[src/rtl/des_ctrl_pkg.sv]
// Shared definitions for the DES round sequencer: state encoding, round count
// and the encrypt key-schedule rotation table.
package des_ctrl_pkg;

    localparam int NUM_ROUNDS_DEF = 16;

    typedef enum logic [2:0] {
        ST_IDLE       = 3'd0,
        ST_LOAD       = 3'd1,
        ST_ROUND      = 3'd2,
        ST_ROUND_WAIT = 3'd3,
        ST_FINAL      = 3'd4,
        ST_DONE       = 3'd5
    } state_t;

    // Entry for round r sits at bits [2r-1:2r-2]; round 16 is the top entry.
    localparam logic [31:0] ENC_SHIFT_TBL = {
        2'd1, 2'd2, 2'd2, 2'd2, 2'd2, 2'd2, 2'd2, 2'd1,
        2'd2, 2'd2, 2'd2, 2'd2, 2'd2, 2'd2, 2'd1, 2'd1
    };

    // Decrypt walks the schedule backwards: no rotation before round 1,
    // then the encrypt amounts of rounds 2..16 in the same positions.
    function automatic logic [1:0] key_shift_for(input logic [4:0] rnd,
                                                 input logic       decrypt);
        logic [1:0] sh;
        logic [3:0] idx;
        sh  = 2'd0;
        idx = rnd[3:0] - 4'd1;
        if (rnd != 5'd0 && rnd <= 5'd16)
            sh = ENC_SHIFT_TBL[{idx, 1'b0} +: 2];
        if (decrypt && rnd == 5'd1)
            sh = 2'd0;
        return sh;
    endfunction

endpackage

[src/rtl/btn_fall_detect.sv]
// Registered falling-edge detector for an active-low pushbutton.
module btn_fall_detect (
    input  logic clk,
    input  logic rst,
    input  logic btn,
    output logic fall
);

    logic btn_q;

    always_ff @(posedge clk or negedge rst) begin
        if (!rst)
            btn_q <= 1'b1;
        else
            btn_q <= btn;
    end

    assign fall = btn_q & ~btn;

endmodule

[src/rtl/des_round_controller.sv]
// Sequencing FSM for the iterative DES datapath (load, 16 rounds, final perm).
// Build option: define ROUND_STEP_EN to single-step rounds with the step button.
module des_round_controller
    import des_ctrl_pkg::*;
#(
    parameter int NUM_ROUNDS = NUM_ROUNDS_DEF
) (
    input  logic       clk,
    input  logic       rst,
    input  logic       start,
    input  logic       clear,
    input  logic       step,
    input  logic       mode,
    input  logic       data_ready,
    input  logic       key_ready,
    output logic       dp_load,
    output logic       dp_round_en,
    output logic       dp_final,
    output logic [1:0] key_shift,
    output logic       key_dir,
    output logic [4:0] round,
    output logic       busy,
    output logic       done,
    output logic       err,
    output logic [2:0] S
);

    localparam logic [4:0] LAST_ROUND = 5'(NUM_ROUNDS);

    state_t     state, state_nx;
    logic [4:0] round_q, round_nx;
    logic       mode_q, mode_nx;
    logic       err_q, err_nx;
    logic       start_fall, step_fall;
    logic       both_ready;

    btn_fall_detect u_start_fall (
        .clk  (clk),
        .rst  (rst),
        .btn  (start),
        .fall (start_fall)
    );

    btn_fall_detect u_step_fall (
        .clk  (clk),
        .rst  (rst),
        .btn  (step),
        .fall (step_fall)
    );

`ifndef ROUND_STEP_EN
    logic unused_step_fall;
    assign unused_step_fall = step_fall;
`endif

    assign both_ready = data_ready & key_ready;

    always_ff @(posedge clk or negedge rst) begin
        if (!rst) begin
            state   <= ST_IDLE;
            round_q <= 5'd0;
            mode_q  <= 1'b0;
            err_q   <= 1'b0;
        end else begin
            state   <= state_nx;
            round_q <= round_nx;
            mode_q  <= mode_nx;
            err_q   <= err_nx;
        end
    end

    always_comb begin
        state_nx = state;
        round_nx = round_q;
        mode_nx  = mode_q;
        err_nx   = err_q;
        if (!clear) begin
            state_nx = ST_IDLE;
            round_nx = 5'd0;
            err_nx   = 1'b0;
        end else begin
            case (state)
                ST_IDLE: begin
                    if (start_fall) begin
                        if (both_ready) begin
                            state_nx = ST_LOAD;
                            err_nx   = 1'b0;
                        end else begin
                            err_nx   = 1'b1;
                        end
                    end
                end
                ST_LOAD: begin
                    mode_nx  = mode;
                    round_nx = 5'd1;
                    state_nx = ST_ROUND;
                end
                ST_ROUND: begin
                    if (round_q == LAST_ROUND) begin
                        state_nx = ST_FINAL;
                    end else begin
`ifdef ROUND_STEP_EN
                        state_nx = ST_ROUND_WAIT;
`else
                        round_nx = round_q + 5'd1;
`endif
                    end
                end
                ST_ROUND_WAIT: begin
`ifdef ROUND_STEP_EN
                    if (step_fall) begin
                        round_nx = round_q + 5'd1;
                        state_nx = ST_ROUND;
                    end
`else
                    state_nx = ST_IDLE;
                    round_nx = 5'd0;
`endif
                end
                ST_FINAL: state_nx = ST_DONE;
                ST_DONE: begin
                    // Restart keeps the sticky error; only IDLE clears it.
                    if (start_fall) begin
                        if (both_ready)
                            state_nx = ST_LOAD;
                        else
                            err_nx = 1'b1;
                    end
                end
                default: begin
                    state_nx = ST_IDLE;
                    round_nx = 5'd0;
                end
            endcase
        end
    end

    // Datapath strobes are suppressed while clear is held so an abort never
    // lets a half-finished round or final permutation reach the registers.
    assign dp_load     = (state == ST_LOAD)  & clear;
    assign dp_round_en = (state == ST_ROUND) & clear;
    assign dp_final    = (state == ST_FINAL) & clear;

    assign busy = (state == ST_LOAD) || (state == ST_ROUND) ||
                  (state == ST_ROUND_WAIT) || (state == ST_FINAL);
    assign done = (state == ST_DONE);

    assign key_shift = (state == ST_ROUND) ? key_shift_for(round_q, mode_q) : 2'd0;
    assign key_dir   = mode_q;
    assign round     = round_q;
    assign err       = err_q;
    assign S         = state;

endmodule

[config.mk]
export PLATFORM = sky130hd
export DESIGN_NAME = des_round_controller
export DESIGN_NICKNAME = d
export VERILOG_FILES = /design/src/rtl/des_ctrl_pkg.sv /design/src/rtl/btn_fall_detect.sv /design/src/rtl/des_round_controller.sv
export SDC_FILE = /design/constraint.sdc
export NUM_CORES = 1
export LEC_CHECK = 0
export ABC_AREA = 1
export BUFFER_PORTS_ARGS = -buffer_cell sky130_fd_sc_hd__buf_2
export CORE_UTILIZATION = 50
export DETAILED_ROUTE_END_ITERATION = 6
export PLACE_DENSITY_LB_ADDON = 0.15
export SLEW_MARGIN = 0
export SYNTH_ARGS = -nofsm -noshare
export SYNTH_HDL_FRONTEND = slang
export SYNTH_HIERARCHICAL = 1
export SYNTH_SLANG_ARGS = --single-unit
[constraint.sdc]
create_clock -name clk -period 2.1 [get_ports clk]
set_input_delay 0 -clock clk [delete_from_list [all_inputs] [get_ports clk]]
set_output_delay 0 -clock clk [all_outputs]
set_load 0.02 [all_outputs]
==> out/metrics.cfg, run 1 <==
[power_and_ir_drop]
sw_frac_of_total_pct=50.94
power.share.combinational_pct=53.9
p_per_area_nw_per_um2=1023
p_clk_share_pct=14.6
p_leak_nw=0.6003
p_switching_mw=0.5277
intPower_mw=0.5082
fin_total_pwr_mw=1.036
pwr-share-seq_pct=31.5
vdd_ir_drop_max_mv=0.6933

[clocking]
numCtsBuffers=3
cts_sinks=11
worstSkewPairLatency_ns=0.28
htree_num_levels=1
postCtsSetupBuffers=0
clkTransAtPathRegs_ns=0.08
cts.path.max_buffers=2
cts_tree=yes
cts_root_buffer=clkbuf_4

[floorplan]
initial_core_util_pct=54.43
die_w_um=42.73
coreArea_um2=1524
dieArea_um2=1826
fp-row-count=14
pin_count=25
die_y_um=42.73

[logic_synthesis]
yosysTopAreaCellShare_pct=30.17
synth-seq-cells=11
synthCells=121
synthFlopType=dfrtp_1
synth_edf_count=0
avgSynthCellArea_um2=6.856
yosysMostFrequentCell=nand2_1
synth-async-reset-ratio_pct=100.0
synth.net_count=134
synth_area_um2=829.5
synth_commonest_cells=nand2_1, inv_1, nor2_1, nand3_1, dfrtp_1
ys_seq_area_share_pct=33.33
synth_area_leaders=dfrtp_1, nand2_1, ha_1, nand3_1, inv_1
yosysWarnings=6
synth_cell_types=21
synth_area_leader_cell=dfrtp_1

[timing]
min_period_ns=1.908
post-route-worst-setup-slack_ns=0.1919
final.setup_skew_ns=0.006829
setup_viol=0
finalMaxSlewViolations=0
max_freq_mhz=524.1
worstMarginPinSlew_ns=0.3455
fin_crit_sh_pct=90.86
fin_tns_setup_ns=0
slew-limit-headroom_pct=76.96
finalHoldWorstSlack_ns=0.05381
grt_setup_unrepaired=false
finalHoldViolations=0

[final_layout]
final_util_pct=66.42
fin_nets=164
instances_no_fill=166
nFillCells=139
post-route-cell-area_um2=1012
diodes=0
areaGrowthSynthToFinish_pct=22.02
drive_gt1_share_pct=27.33

[critical_path]
endpoint_kind=primary output
cp-start-kind=register
timing.rr.start=round[1]
reg2reg_slack_ns=0.46
endpoint=key_shift[0]
r2r-end=round[4]
path_max_fanout=6
crit_start=round[1]
rr_worst_depth=11
path_class=reg2out
required_ns=2.10
worstPathArrival_ns=1.91

[global_routing]
antenna_found_initial=0
grt_pass1_wl_um=3049
grt_usage_pct=22.60
grt-ovfl-total=0
grt_max_degree=12
grt_pass1_vias=723

[routing]
routed_via_density=5.145
routed_wl_um=1908
avgRoutedWirePerCell_um=11.49
ant_nets=0
drt_iter0_markers=16
drtPass1Iterations=4
vias=854
drcViolationCount=0

[placed_design]
place_congestion=0.8214
dp_hpwl_um=1413
dpl_cell_area_um2=953.4
place_inst=159
numPortBuffers=23
place_ws_ns=0.4217

[min_path]
hold_class=in2reg

[outcome]
status=completed

[job]
drv_cap=0

[worst min path at each step]
stage,startpoint,to,cells past startpoint
floorplan,rst,S[0],0
global placement,rst,S[0],1
detailed placement,rst,S[0],1
CTS,key_ready,err,4
global route,key_ready,err,4
finish,data_ready,err,4
[cell usage in the layout, fill, tap and decap left out]
cell type / netlist / final
nand2_1: 38 / 38
buf_2: 0 / 23
inv_1: 16 / 15
nor2_1: 13 / 13
nand3_1: 12 / 12
dfrtp_1: 10 / 9
ha_1: 5 / 5
o21ai_0: 4 / 4
inv_2: 2 / 3
nor2_2: 3 / 3
clkbuf_4: 0 / 3
dlygate4sd3_1: 0 / 3
a21oi_1: 2 / 2
nor3_1: 2 / 2
nand2_2: 2 / 2
nand4_1: 2 / 2
nor2_4: 2 / 2
o21ai_1: 2 / 2
nand3_4: 1 / 1
xor2_1: 1 / 1
o21ai_2: 1 / 1
xnor2_1: 1 / 1
clkinv_2: 0 / 1
dfrtp_2: 0 / 1
dfstp_2: 1 / 1
[layer usage]
metal  track usage (%)  routed length (um)  vias up
li1                  -                   -      444
met1             31.17                 944      384
met2             35.76                 875       22
met3             3.830                  63        4
met4             7.500                  23        0
met5                 0                   0        -
[critical path: stages, from the launching register on]
cell and delay (ns):
dfrtp_1 0.44, inv_1 0.16, ha_1 0.17, inv_1 0.04, nor2_1 0.09, ha_1 0.23
nor2_1 0.09, o21ai_0 0.12, a21oi_1 0.13, buf_2 0.18
[cell type report]
type                    instances  area (um2)  area share [%]
well taps                      16       20.02           1.978
inverters                      18       67.56           6.675
multi-input cells              91       474.2           46.85
flip-flops and latches         11       277.8           27.44
clock inverters                 1       5.005          0.4944
clock buffers                   3       22.52           2.225
repair buffers                 26       145.1           14.34
[sequential cells by signal, indices dropped and copies added, names as in the netlist]
| name | flops |
|---|---|
| u_start_fall/btn_q | 1 |
| S | 3 |
| err | 1 |
| round | 5 |
| key_dir | 1 |
[power by group through the flow]
stage	clock [mW]	sequential (mW)	combinational [mW]
finish	0.151	0.326	0.558
global route	0.162	0.334	0.619
CTS	0.155	0.325	0.560
detailed placement	0	0.329	0.554
global placement	0	0.324	0.544
floorplan	0	0.369	0.353
[what timing repair did]
action | 4_1_cts | 5_1_grt
endpoints found under the hold margin | 13 | 0
hold buffers | 3 | 0
setup endpoints to repair | 0 | 1
resized for setup | 0 | 2
[kinds of logic after synthesis]
family / share of synthesized area (%)
simple gates: 41.63
buf+inv: 9.503
flops: 33.33
compound gates: 5.883
fa+ha+maj: 7.541
xor+xnor: 2.112
No activity file was read; power rests on OpenSTA's default activity.
==> run 2, diff against run 1 <==
--- a/config.mk
+++ b/config.mk
@@ -6,9 +6,9 @@
 export NUM_CORES = 1
 export LEC_CHECK = 0
 export ABC_AREA = 1
-export BUFFER_PORTS_ARGS = -buffer_cell sky130_fd_sc_hd__buf_2
-export CORE_UTILIZATION = 50
+export CORE_UTILIZATION = 59
 export DETAILED_ROUTE_END_ITERATION = 6
+export DONT_BUFFER_PORTS = 1
 export PLACE_DENSITY_LB_ADDON = 0.15
 export SLEW_MARGIN = 0
 export SYNTH_ARGS = -nofsm -noshare
==> run 2 against run 1 <==
  * Setup slack got worse by 0.052 ns
  * Register-to-register slack got worse by 0.29 ns
  * Clock power barely moved
  * Via count fell by 1.9%
  * Total power fell by 1.6%
  * Sequential share of layout area rose by 1.1 points
  * Combinational power fell by 11%
  * Die area fell by 15%
  * Critical path depth did not move
  * Count of clock-buffer cells in the layout rose by 1
  * Fmax fell by 2.7%
  * Wire length rose by 7.7%
  * Largest power group unchanged
==> out/metrics.cfg, run 2 (synthesized netlist as in run 1, its figures left out) <==
[floorplan]
dieArea_um2=1560
coreArea_um2=1301
die_y_um=39.50
die_w_um=39.50
initial_core_util_pct=63.75
pin_count=25
fp-row-count=13

[power_and_ir_drop]
vdd_ir_drop_max_mv=0.7945
fin_total_pwr_mw=1.020
p_leak_nw=0.5266
p_per_area_nw_per_um2=1042

[final_layout]
diodes=0
areaGrowthSynthToFinish_pct=17.95
largest_register_ffs=5
instances_no_fill=151
layout_commonest_cell=nand2_1
post-route-cell-area_um2=978.4
final_util_pct=75.19
fin_nets=150
drive_gt1_share_pct=16.18
layout_common_cells=nand2_1, inv_1, nor2_1, nand3_1

[routing]
routed_via_density=5.550
routed_wl_um=2054
drtPass1Iterations=4
drt_iter0_markers=28
ant_nets=0
avgRoutedWirePerCell_um=13.60
vias=838
drcViolationCount=0

[placed_design]
place_inst=139
dpl_cell_area_um2=867.1
dp_hpwl_um=1432
place_congestion=0.8577
numPortBuffers=0

[critical_path]
path_class=reg2out
required_ns=2.10
worstPathArrival_ns=1.96
cp-start-kind=register
crit_start=round[1]
rr_worst_depth=7
r2r-end=key_dir
path_max_fanout=6
endpoint=key_shift[0]
endpoint_kind=primary output
reg2reg_slack_ns=0.17
timing.rr.start=S[0]

[global_routing]
grt-ovfl-total=0
grt_usage_pct=31.39
grt_pass1_vias=712
grt_max_degree=12
antenna_found_initial=0
grt_pass1_wl_um=3174

[timing]
fin_crit_sh_pct=93.35
slew-limit-headroom_pct=66.22
final.setup_skew_ns=0.001562
setup_viol=0
max_freq_mhz=510.1
finalMaxSlewViolations=0
min_period_ns=1.960
fin_tns_setup_ns=0
finalHoldViolations=0
worstMarginPinSlew_ns=0.5050

[outcome]
status=completed

[clocking]
worstSkewPairLatency_ns=0.28
cts.path.max_buffers=2
cts_sinks=11
cts_tree=yes
htree_num_levels=1
numCtsBuffers=3
cts_root_buffer=clkbuf_4
clkTransAtPathRegs_ns=0.07

[min_path]
hold_class=in2reg

[job]
drv_cap=0

-- run 2: timing repair --
action / in CTS / in global routing
hold buffers: 8 / 0
buffers inserted: 0 / 0
hold endpoints to repair: 15 / 0
endpoints found under the setup margin: 0 / 3
gates resized for setup: 0 / 3
-- run 2: where the power goes --
part | internal [mW] | switching [mW] | total, mW
Sequential | 0.258 | 0.115 | 0.373
Combinational | 0.157 | 0.338 | 0.494
Clock | 0.0738 | 0.0788 | 0.153
Total | 0.488 | 0.531 | 1.02
-- run 2: layout make-up --
| type | count | area [um2] |
|---|---|---|
| multi-input cells | 91 | 476.7 |
| fillers | 93 | 322.8 |
| flip-flops and latches | 11 | 279.0 |
| repair buffers | 12 | 110.1 |
| inverters | 18 | 67.56 |
| clock buffers | 4 | 26.28 |
| well taps | 15 | 18.77 |
-- run 2: stage by stage --
step                setup WS, ns  hold WS, ns
floorplan                 0.3581      -0.2956
global placement          0.3736      -0.2954
detailed placement        0.3404      -0.2952
CTS                      0.03445      0.02981
global route           -0.002098      0.05505
finish                    0.1397      0.02837
-- run 2: critical path, cell delays in order, from the launching register on --
cell and delay (ns):
dfrtp_2 0.49, inv_1 0.15, ha_1 0.16, inv_1 0.03, nor2_1 0.09, ha_1 0.23, nor2_1 0.09, o21ai_0 0.13
a21oi_1 0.15, buf_4 0.16
-- run 2: worst min path at each step --
| stage | start | to | slack (ns) | cells after the start |
|---|---|---|---|---|
| CTS | clear | round[4] | 0.03 | 4 |
| floorplan | rst | S[0] | -0.30 | 0 |
| global placement | rst | S[1] | -0.30 | 0 |
| global route | clear | round[3] | 0.06 | 4 |
| detailed placement | rst | S[0] | -0.30 | 0 |
| finish | clear | round[3] | 0.03 | 4 |
-- run 2: routing by layer --
layer	track usage, %	share of wire (%)	vias up
li1	-	-	411
met1	37.89	40	377
met2	54.51	51	46
met3	7.955	8.1	4
met4	7.759	1.1	0
met5	0	0	-
==> run 3, diff against run 2 <==
--- a/config.mk
+++ b/config.mk
@@ -9,6 +9,7 @@
 export CORE_UTILIZATION = 59
 export DETAILED_ROUTE_END_ITERATION = 6
 export DONT_BUFFER_PORTS = 1
+export MAX_ROUTING_LAYER = met4
 export PLACE_DENSITY_LB_ADDON = 0.15
 export SLEW_MARGIN = 0
 export SYNTH_ARGS = -nofsm -noshare
==> run 3 against run 2 <==
  * Critical path depth unchanged
  * Cell count unchanged
  * Register-to-register slack about the same
  * Sequential cell count is the same
  * Largest power group unchanged
  * Wire length grew 0.24%
  * Count of clock-buffer cells in the layout stayed put
  * Critical path type unchanged
  * Combinational power barely moved
  * Via count shrank 0.24%
==> out/metrics.cfg, run 3 (synthesized netlist as in run 1, its figures left out) <==
[outcome]
status=completed

[floorplan]
die_y_um=39.50
coreArea_um2=1301
die_w_um=39.50
dieArea_um2=1560
fp-row-count=13
initial_core_util_pct=63.75
pin_count=25

[critical_path]
path_class=reg2out
endpoint_kind=primary output
crit_start=round[1]
path_max_fanout=6
slowest_stage=dfrtp_2
required_ns=2.10
timing.rr.start=S[0]
cp-start-kind=register
max_stage_delay_ns=0.49
worstPathArrival_ns=1.97
crit_chain=inv_1, ha_1, inv_1, nor2_1, ha_1, nor2_1, o21ai_0, a21oi_1, buf_4
cp_top_family=flip-flops
cp_num_buf_inv=3

[final_layout]
areaGrowthSynthToFinish_pct=17.95
multiInputGateArea_um2=476.7
drive_gt1_share_pct=16.18
register_area_um2=279.0
nFillCells=93
layout_commonest_cell=nand2_1
fin_nets=150
final_util_pct=75.19
diodes=0
layout_common_cells=nand2_1, inv_1, nor2_1, nand3_1
largest_register_ffs=5

[routing]
ant_nets=0
avgRoutedWirePerCell_um=13.64
drt_iter0_markers=28
drtPass1Iterations=4
routed_via_density=5.536
vias=836
routed_wl_um=2059
drt-met1-wl_um=838
highest_layer=met4
routed-wl-met3_um=143
wl_met2_um=1059
drcViolationCount=0

[power_and_ir_drop]
p_leak_nw=0.5266
p_switching_mw=0.5330
p_per_area_nw_per_um2=1044
vdd_ir_drop_max_mv=0.7957
power.share.combinational_pct=48.5
pwr-share-seq_pct=36.5
sw_frac_of_total_pct=52.19
intPower_mw=0.4883
p_clk_share_pct=15.0

[timing]
min_period_ns=1.966
finalMaxSlewViolations=0
worstMarginPinSlew_ns=0.5009
post-route-worst-setup-slack_ns=0.1338
setup_viol=0
fin_crit_sh_pct=93.63
max_freq_mhz=508.6
slew-limit-headroom_pct=66.50
finalHoldViolations=0
final.setup_skew_ns=0.001631

[global_routing]
grt_pass1_wl_um=3167
grt_usage_pct=32.16
grt-ovfl-total=0
antenna_found_initial=0
grt_pass1_vias=716
grt_max_degree=12

[placed_design]
numPortBuffers=0
dp_hpwl_um=1432
place_congestion=0.8714
place_ws_ns=0.3404

[clocking]
cts_tree=yes
cts_sinks=11
worstSkewPairLatency_ns=0.28
cts_root_buffer=clkbuf_4
numCtsBuffers=3
cts.path.max_buffers=2
htree_num_levels=1
clkTransAtPathRegs_ns=0.07

[min_path]
hold_start=clear
hold_class=in2reg

[job]
drv_cap=0

## run 3: cell counts in the layout (fill, tap and decap cells not counted)
Identical to the previous run, type by type.
## run 3: path summary, 6_finish.rpt
check | cells after the start | slack [ns] | to
max | 9 | 0.13 | key_shift[0]
min | 4 | 0.03 | round[4]
max reg2reg | 7 | 0.17 | key_dir
min reg2reg | 3 | 0.67 | round[0]
max in group asynchronous | 1 | 1.62 | round[1]
min in group asynchronous | 1 | 0.12 | S[0]
## run 3: area by class of cell
type,instances,area share (%)
multi-input cells,91,48.72
flip-flops and latches,11,28.52
repair buffers,12,11.25
inverters,18,6.905
clock buffers,4,2.685
well taps,15,1.918
## run 3: power by group through the flow
stage / clock network, mW / logic, mW / registers (mW)
3_3_place_gp: 0 / 0.430 / 0.373
3_5_place_dp: 0 / 0.444 / 0.377
2_1_floorplan: 0 / 0.353 / 0.369
4_1_cts: 0.151 / 0.479 / 0.371
6_report: 0.153 / 0.496 / 0.373
5_1_grt: 0.162 / 0.551 / 0.382
## run 3: worst reg2reg max path, stage by stage (launching register included)
cell,delay [ns]
dfrtp_1,0.48
inv_1,0.17
nor3_1,0.17
nand2_1,0.15
inv_1,0.20
nand2_1,0.08
nand2_1,0.07
dlygate4sd3_1,0.56
## run 3: through the flow
step                      cell area (um2)  hold slack, ns  power (mW)    TNS, ns  cells
after floorplan                     829.5         -0.2956      0.7222          0    121
after detailed placement            867.1         -0.2952      0.8211          0    139
after CTS                           973.4         0.02981       1.002          0    151
final                               978.4         0.02622       1.021          0    151
after global routing                978.4         0.05505       1.096  -0.002096    151
after global placement              867.1         -0.2954      0.8034          0    139
## run 3: repair_timing
action | in CTS | in global routing
buffers inserted | 0 | 0
gates resized for setup | 0 | 3
setup endpoints to repair | 0 | 3
hold buffers | 8 | 0
hold endpoints to repair | 15 | 0
## run 3: layer usage
metal  GRT usage (%)  vias to the layer above
li1                -                      411
met5               -                        -
met2           54.51                       39
met4           7.759                        0
met1           38.25                      384
met3           7.386                        2
